--- src/rtl/i2c_bit_sequencer_pkg.sv ---
// Shared types and constants for the I2C slave bit sequencer.
//   seq_state_t     : sequencer FSM states
//   DefaultDataBits : data bits per byte before the ACK slot
//   BitCountWidth   : width of the data bit counter
package i2c_pkg;

  localparam int unsigned DefaultDataBits = 8;
  localparam int unsigned BitCountWidth   = 4;

  typedef enum logic [2:0] {
    StIdle,
    StData,
    StAckWaitFall,
    StAckWaitRise,
    StAckWaitEnd
  } seq_state_t;

endpackage

--- src/rtl/i2c_bit_sequencer_if.sv ---
// Bus bundle between the SCL/SDA edge detectors, the bit sequencer and the slave controller.
//   scl_rise, scl_fall       : one-cycle SCL edge pulses
//   start_found, stop_found  : one-cycle bus condition pulses
//   tx_enable                : slave transmitting, selects TX shift timing
//   shift_strobe             : shift-register advance pulse
//   byte_received, ack_prep,
//   check_ack, ack_done      : phase pulses for the slave controller
//   bit_count                : data bits counted in the current byte
//   busy                     : sequencer not idle
// The slave modport is the sequencer; the master modport drives events and observes phases.
interface i2c_bit_sequencer_if;

  logic       scl_rise;
  logic       scl_fall;
  logic       start_found;
  logic       stop_found;
  logic       tx_enable;
  logic       shift_strobe;
  logic       byte_received;
  logic       ack_prep;
  logic       check_ack;
  logic       ack_done;
  logic [3:0] bit_count;
  logic       busy;

  modport slave (
    input  scl_rise,
    input  scl_fall,
    input  start_found,
    input  stop_found,
    input  tx_enable,
    output shift_strobe,
    output byte_received,
    output ack_prep,
    output check_ack,
    output ack_done,
    output bit_count,
    output busy
  );

  modport master (
    output scl_rise,
    output scl_fall,
    output start_found,
    output stop_found,
    output tx_enable,
    input  shift_strobe,
    input  byte_received,
    input  ack_prep,
    input  check_ack,
    input  ack_done,
    input  bit_count,
    input  busy
  );

endinterface

--- src/rtl/i2c_bit_sequencer_bit_counter.sv ---
// Saturating up-counter for data bits.
//   clk, n_rst : clock, asynchronous active-low reset
//   clear      : synchronous clear, wins over count_en
//   count_en   : advance by one unless already at rollover
//   rollover   : saturation value
//   count      : registered count
module bit_counter #(
  parameter int unsigned Width = 4
) (
  input  logic             clk,
  input  logic             n_rst,
  input  logic             clear,
  input  logic             count_en,
  input  logic [Width-1:0] rollover,
  output logic [Width-1:0] count
);

  logic [Width-1:0] count_q, count_d;

  always_comb begin
    count_d = count_q;
    if (clear) begin
      count_d = '0;
    end else if (count_en && (count_q != rollover)) begin
      count_d = count_q + Width'(1);
    end
  end

  always_ff @(posedge clk or negedge n_rst) begin
    if (!n_rst) begin
      count_q <= '0;
    end else begin
      count_q <= count_d;
    end
  end

  assign count = count_q;

endmodule

--- src/rtl/i2c_bit_sequencer.sv ---
// I2C slave bit/byte timing sequencer. Counts data bits on SCL rises, walks the ACK slot
// and emits registered one-cycle phase strobes plus the RX/TX shift strobe.
//   clk, n_rst : clock, asynchronous active-low reset
//   bus        : slave modport of i2c_bit_sequencer_if (events in, strobes/count/busy out)
// Priority: stop_found > start_found > SCL edges. Coincident rise and fall are ignored.
module i2c_bit_sequencer
  import i2c_pkg::*;
#(
  parameter int unsigned DATA_BITS = DefaultDataBits
) (
  input logic                clk,
  input logic                n_rst,
  i2c_bit_sequencer_if.slave bus
);

  localparam logic [BitCountWidth-1:0] LastBit = BitCountWidth'(DATA_BITS);
  localparam logic [BitCountWidth-1:0] PenultBit = BitCountWidth'(DATA_BITS - 1);

  seq_state_t state_q, state_d;

  logic shift_q, shift_d;
  logic byte_q, byte_d;
  logic prep_q, prep_d;
  logic check_q, check_d;
  logic done_q, done_d;

  logic                     count_clear;
  logic                     count_en;
  logic [BitCountWidth-1:0] bit_count;

  // A simultaneous rise and fall is treated as no edge at all.
  logic rise_only, fall_only;
  assign rise_only = bus.scl_rise & ~bus.scl_fall;
  assign fall_only = bus.scl_fall & ~bus.scl_rise;

  always_comb begin
    state_d     = state_q;
    shift_d     = 1'b0;
    byte_d      = 1'b0;
    prep_d      = 1'b0;
    check_d     = 1'b0;
    done_d      = 1'b0;
    count_clear = 1'b0;
    count_en    = 1'b0;

    if (bus.stop_found) begin
      state_d     = StIdle;
      count_clear = 1'b1;
    end else if (bus.start_found) begin
      state_d     = StData;
      count_clear = 1'b1;
    end else begin
      unique case (state_q)
        StIdle: ;
        StData: begin
          if (rise_only) begin
            count_en = 1'b1;
            shift_d  = ~bus.tx_enable;
            if (bit_count == PenultBit) begin
              byte_d  = 1'b1;
              state_d = StAckWaitFall;
            end
          end else if (fall_only && bus.tx_enable) begin
            // The top TX bit is preloaded, so only falls after bits 1..N-1 shift.
            shift_d = (bit_count >= BitCountWidth'(1)) && (bit_count <= PenultBit);
          end
        end
        StAckWaitFall: begin
          if (fall_only) begin
            prep_d  = 1'b1;
            state_d = StAckWaitRise;
          end
        end
        StAckWaitRise: begin
          if (rise_only) begin
            check_d = 1'b1;
            state_d = StAckWaitEnd;
          end
        end
        StAckWaitEnd: begin
          if (fall_only) begin
            done_d      = 1'b1;
            count_clear = 1'b1;
            state_d     = StData;
          end
        end
        default: state_d = StIdle;
      endcase
    end
  end

  always_ff @(posedge clk or negedge n_rst) begin
    if (!n_rst) begin
      state_q <= StIdle;
      shift_q <= 1'b0;
      byte_q  <= 1'b0;
      prep_q  <= 1'b0;
      check_q <= 1'b0;
      done_q  <= 1'b0;
    end else begin
      state_q <= state_d;
      shift_q <= shift_d;
      byte_q  <= byte_d;
      prep_q  <= prep_d;
      check_q <= check_d;
      done_q  <= done_d;
    end
  end

  bit_counter #(
    .Width(BitCountWidth)
  ) u_bit_counter (
    .clk     (clk),
    .n_rst   (n_rst),
    .clear   (count_clear),
    .count_en(count_en),
    .rollover(LastBit),
    .count   (bit_count)
  );

  assign bus.shift_strobe  = shift_q;
  assign bus.byte_received = byte_q;
  assign bus.ack_prep      = prep_q;
  assign bus.check_ack     = check_q;
  assign bus.ack_done      = done_q;
  assign bus.bit_count     = bit_count;
  assign bus.busy          = (state_q != StIdle);

endmodule

--- src/flat_wrapper.sv ---
// flat-port wrapper written by rule: the top's interface ports become plain ports
module i2c_bit_sequencer_flat import i2c_pkg::*;
#(
  parameter int unsigned DATA_BITS = DefaultDataBits
)
  (clk, n_rst, bus_scl_rise, bus_scl_fall, bus_start_found, bus_stop_found, bus_tx_enable, bus_shift_strobe, bus_byte_received, bus_ack_prep, bus_check_ack, bus_ack_done, bus_bit_count, bus_busy);
  i2c_bit_sequencer_if bus_i ();
  input logic clk;
  input logic n_rst;
  input wire logic [$bits(bus_i.scl_rise)-1:0] bus_scl_rise;
  input wire logic [$bits(bus_i.scl_fall)-1:0] bus_scl_fall;
  input wire logic [$bits(bus_i.start_found)-1:0] bus_start_found;
  input wire logic [$bits(bus_i.stop_found)-1:0] bus_stop_found;
  input wire logic [$bits(bus_i.tx_enable)-1:0] bus_tx_enable;
  output wire logic [$bits(bus_i.shift_strobe)-1:0] bus_shift_strobe;
  output wire logic [$bits(bus_i.byte_received)-1:0] bus_byte_received;
  output wire logic [$bits(bus_i.ack_prep)-1:0] bus_ack_prep;
  output wire logic [$bits(bus_i.check_ack)-1:0] bus_check_ack;
  output wire logic [$bits(bus_i.ack_done)-1:0] bus_ack_done;
  output wire logic [$bits(bus_i.bit_count)-1:0] bus_bit_count;
  output wire logic [$bits(bus_i.busy)-1:0] bus_busy;
  assign bus_i.scl_rise = bus_scl_rise;
  assign bus_i.scl_fall = bus_scl_fall;
  assign bus_i.start_found = bus_start_found;
  assign bus_i.stop_found = bus_stop_found;
  assign bus_i.tx_enable = bus_tx_enable;
  assign bus_shift_strobe = bus_i.shift_strobe;
  assign bus_byte_received = bus_i.byte_received;
  assign bus_ack_prep = bus_i.ack_prep;
  assign bus_check_ack = bus_i.check_ack;
  assign bus_ack_done = bus_i.ack_done;
  assign bus_bit_count = bus_i.bit_count;
  assign bus_busy = bus_i.busy;
  i2c_bit_sequencer #(.DATA_BITS(DATA_BITS)) u_core (.clk(clk), .n_rst(n_rst), .bus(bus_i));
endmodule
--- config.mk ---
export PLATFORM = sky130hd
export DESIGN_NAME = i2c_bit_sequencer_flat
export DESIGN_NICKNAME = d
export VERILOG_FILES = /design/src/rtl/i2c_bit_sequencer_pkg.sv /design/src/rtl/i2c_bit_sequencer_if.sv /design/src/rtl/i2c_bit_sequencer_bit_counter.sv /design/src/rtl/i2c_bit_sequencer.sv /design/src/flat_wrapper.sv
export SDC_FILE = /design/constraint.sdc
export NUM_CORES = 1
export LEC_CHECK = 0
export ABC_AREA = 1
export ABC_CLOCK_PERIOD_IN_PS = 1740
export CELL_PAD_IN_SITES_DETAIL_PLACEMENT = 0
export CELL_PAD_IN_SITES_GLOBAL_PLACEMENT = 1
export CORE_ASPECT_RATIO = 1.2
export CORE_MARGIN = 2
export CORE_UTILIZATION = 35
export CTS_CLUSTER_SIZE = 40
export DETAILED_ROUTE_END_ITERATION = 10
export PLACE_DENSITY = 0.82
export SKIP_CTS_REPAIR_TIMING = 1
export SLEW_MARGIN = 20
export SYNTH_ARGS = -nofsm -noshare
export SYNTH_HDL_FRONTEND = slang
export SYNTH_SLANG_ARGS = --single-unit
--- constraint.sdc ---
create_clock -name clk -period 1.74 [get_ports clk]
set_clock_uncertainty 0.05 [all_clocks]
set_input_delay 0.261 -clock clk [delete_from_list [all_inputs] [get_ports clk]]
set_output_delay 0.261 -clock clk [all_outputs]
set_load 0.01 [all_outputs]
==> impl_metrics.env <==
export IMPL_crit_required_ps=1430
export IMPL_coreArea_sq_um=2070
export IMPL_drtAntennaViolNets=0
export IMPL_synth_nets=104
export IMPL_hold_viol_final=0
export IMPL_grt_max_degree=13
export IMPL_r2r_slack_ps=260
export IMPL_setup_ws_ps=145
export IMPL_io_pins=17
export IMPL_cpPeakStageDelay_ps=570
export IMPL_seq_area_sq_um=300
export IMPL_rows=18
export IMPL_grt_pass1_wl_microns=2460
export IMPL_cts_buffer_depth=2
export IMPL_crit_path_end_kind="output port"
export IMPL_ys_ff_latch=12
export IMPL_ys_seq_area_share_pct=39.3
export IMPL_critPathArrivalTime_ps=1280
export IMPL_holdWs_ps=293
export IMPL_p_leak_uw=0.000474
export IMPL_antenna_diode_count=0
export IMPL_startpoint_type="register"
export IMPL_p_sw_share_pct=26.4
export IMPL_first_pass_iters=3
export IMPL_first_iter_violations=6
export IMPL_p_int_uw=452
export IMPL_clk_latency_ps=270
export IMPL_overflow=0
export IMPL_cp_cell_sequence="clkdlybuf4s50_1"
export IMPL_clk_pin_slew_ps=80
export IMPL_postSynthAreaPerCell_sq_um=8.13
export IMPL_slew_headroom_pct=62.6
export IMPL_min_period_ps=1590
export IMPL_status="finished, final reports clean"
export IMPL_setup_viol=0
export IMPL_powerDensity_nw_per_um2=607
export IMPL_design_area_sq_um=1010
export IMPL_syn_area_sq_um=764
export IMPL_reg2reg_depth=9
export IMPL_die_h_microns=55.2
export IMPL_syn_to_final_growth_pct=32.2
export IMPL_hp_class="primary input to asynchronous set/reset pin"
export IMPL_fp_dieW_microns=46.7
export IMPL_drc=0
export IMPL_layout_drive_gt1_share_pct=26.1
export IMPL_fmax_mhz=627
export IMPL_cp_slowest_cell="clkdlybuf4s50_1"
export IMPL_antenna_found_initial=0
export IMPL_worst_ir_drop_vdd_uv=326
export IMPL_cap_violations=0
export IMPL_fin_nets=126
export IMPL_synth_warning_count=0
export IMPL_wl_per_cell_microns=10.7
export IMPL_vias_per_cell=4.51
export IMPL_routed_wl_microns=1560
export IMPL_cts_tree="done"
export IMPL_cts_root_buf="clkbuf_4"
export IMPL_tightest_slew_ps=559
export IMPL_ys_types=21
export IMPL_io_buffers=16
export IMPL_clkPwrFrac_pct=36.2
export IMPL_num_vias=654
export IMPL_clock_sinks=12
export IMPL_p_sw_uw=162
export IMPL_place_ws_ps=147
export IMPL_hpwl_microns=1260
export IMPL_path_depth=1
export IMPL_layout_common_cells="19 x nand2_1, 15 x clkdlybuf4s50_1, 12 x dfrtp_1"
export IMPL_critPathMaxFanout=6
export IMPL_grt_pass1_vias=600
export IMPL_gp_congestion=0.803
export IMPL_dieArea_sq_um=2580
export IMPL_syn_instance_count=94
export IMPL_rsz0062_at_grt="false"
export IMPL_cp_top_family="buffers and inverters"
export IMPL_multi_input_area_sq_um=403
export IMPL_grt_use_total_pct=14.0
export IMPL_comb_power_share_pct=17.0
export IMPL_p_total_uw=614
export IMPL_slew_viol_final=0
export IMPL_fillers=210
export IMPL_p_seq_share_pct=46.7
export IMPL_cp_num_buf_inv=1
export IMPL_final_common_cell="nand2_1"
export IMPL_numCtsBuffers=3
export IMPL_initial_utilization_pct=36.9
export IMPL_critPathKind="register to output port"
export IMPL_place_area_sq_um=962
export IMPL_fin_crit_sh_pct=91.7
export IMPL_htree_num_levels=1
## layer usage
layer	GRT usage, %	part of all wire, %	vias to the layer above
li1	-	-	341
met1	14.7	41	295
met2	26.4	54	13
met3	2.27	3.2	5
met4	6.94	2.1	0
met5	0	0	-
## power by group through the flow
stage | Sequential (uW) | Clock, uW | Combinational, uW
finish | 287 | 223 | 105
detailed placement | 294 | 0 | 99.4
floorplan | 293 | 0 | 60.3
global placement | 294 | 0 | 99.3
global route | 287 | 243 | 116
CTS | 288 | 231 | 100
## cell families after synthesis
group | after synthesis | share of synthesized area [%]
AOI/OAI and AO/OA | 8 | 6.71
DFF | 12 | 39.3
and+or+nand+nor | 54 | 40.8
buffers and inverters | 17 | 8.35
adders and majority gates | 3 | 4.91
## state kept, by name (all words and copies together) (netlist names)
name,count
u_core.bus.ack_done,1
u_core.bus.check_ack,1
u_core.bus.byte_received,1
u_core.bus.shift_strobe,1
u_core.u_bit_counter.count,4
u_core.state_q,3
u_core.bus.ack_prep,1
## Yosys cell counts
cell	n	area [sq um]
nor2_1	4	15.0
clkinv_1	1	3.75
a21oi_2	1	8.76
nand3_2	5	50.1
dfrtp_1	12	300
inv_2	6	22.5
inv_1	10	37.5
nor3_2	1	10.0
nor2_2	3	18.8
o21ai_1	2	10.0
a31o_1	1	8.76
nand2_2	2	12.5
o21ai_0	1	5.00
o21ai_2	1	8.76
nand3_1	9	45.0
nor2_4	5	56.3
nand2_1	19	71.3
a21oi_1	2	10.0
ha_1	3	37.5
nor3_1	4	20.0
nand4_1	2	12.5
## worst paths after layout
check	end	startpoint
setup / recovery	bus_bit_count[0]	u_core.u_bit_counter.count[0]
hold / removal	u_core.u_bit_counter.count[3]	n_rst
setup reg to reg	u_core.state_q[1]	u_core.u_bit_counter.count[0]
hold reg to reg	u_core.u_bit_counter.count[3]	u_core.u_bit_counter.count[3]
max in group asynchronous	u_core.u_bit_counter.count[2]	n_rst
min in group clk	u_core.u_bit_counter.count[3]	u_core.u_bit_counter.count[3]
## layout make-up
type,count,area share [%]
clock buffer,4,3.59
inverter,17,6.31
multi-input combinational,65,39.9
sequential,12,29.7
tap,30,3.71
timing repair buffer,17,16.8
## metrics by stage
| step | std cells | TNS [ps] | util [%] |
|---|---|---|---|
| floorplan | 94 | 0 | - |
| global placement | 140 | 0 | 46.4 |
| detailed placement | 140 | 0 | 46.4 |
| CTS | 144 | -152 | 48.2 |
| global route | 145 | 0 | 48.8 |
| finish | 145 | 0 | 48.8 |
(Power assumes the default switching activity.)
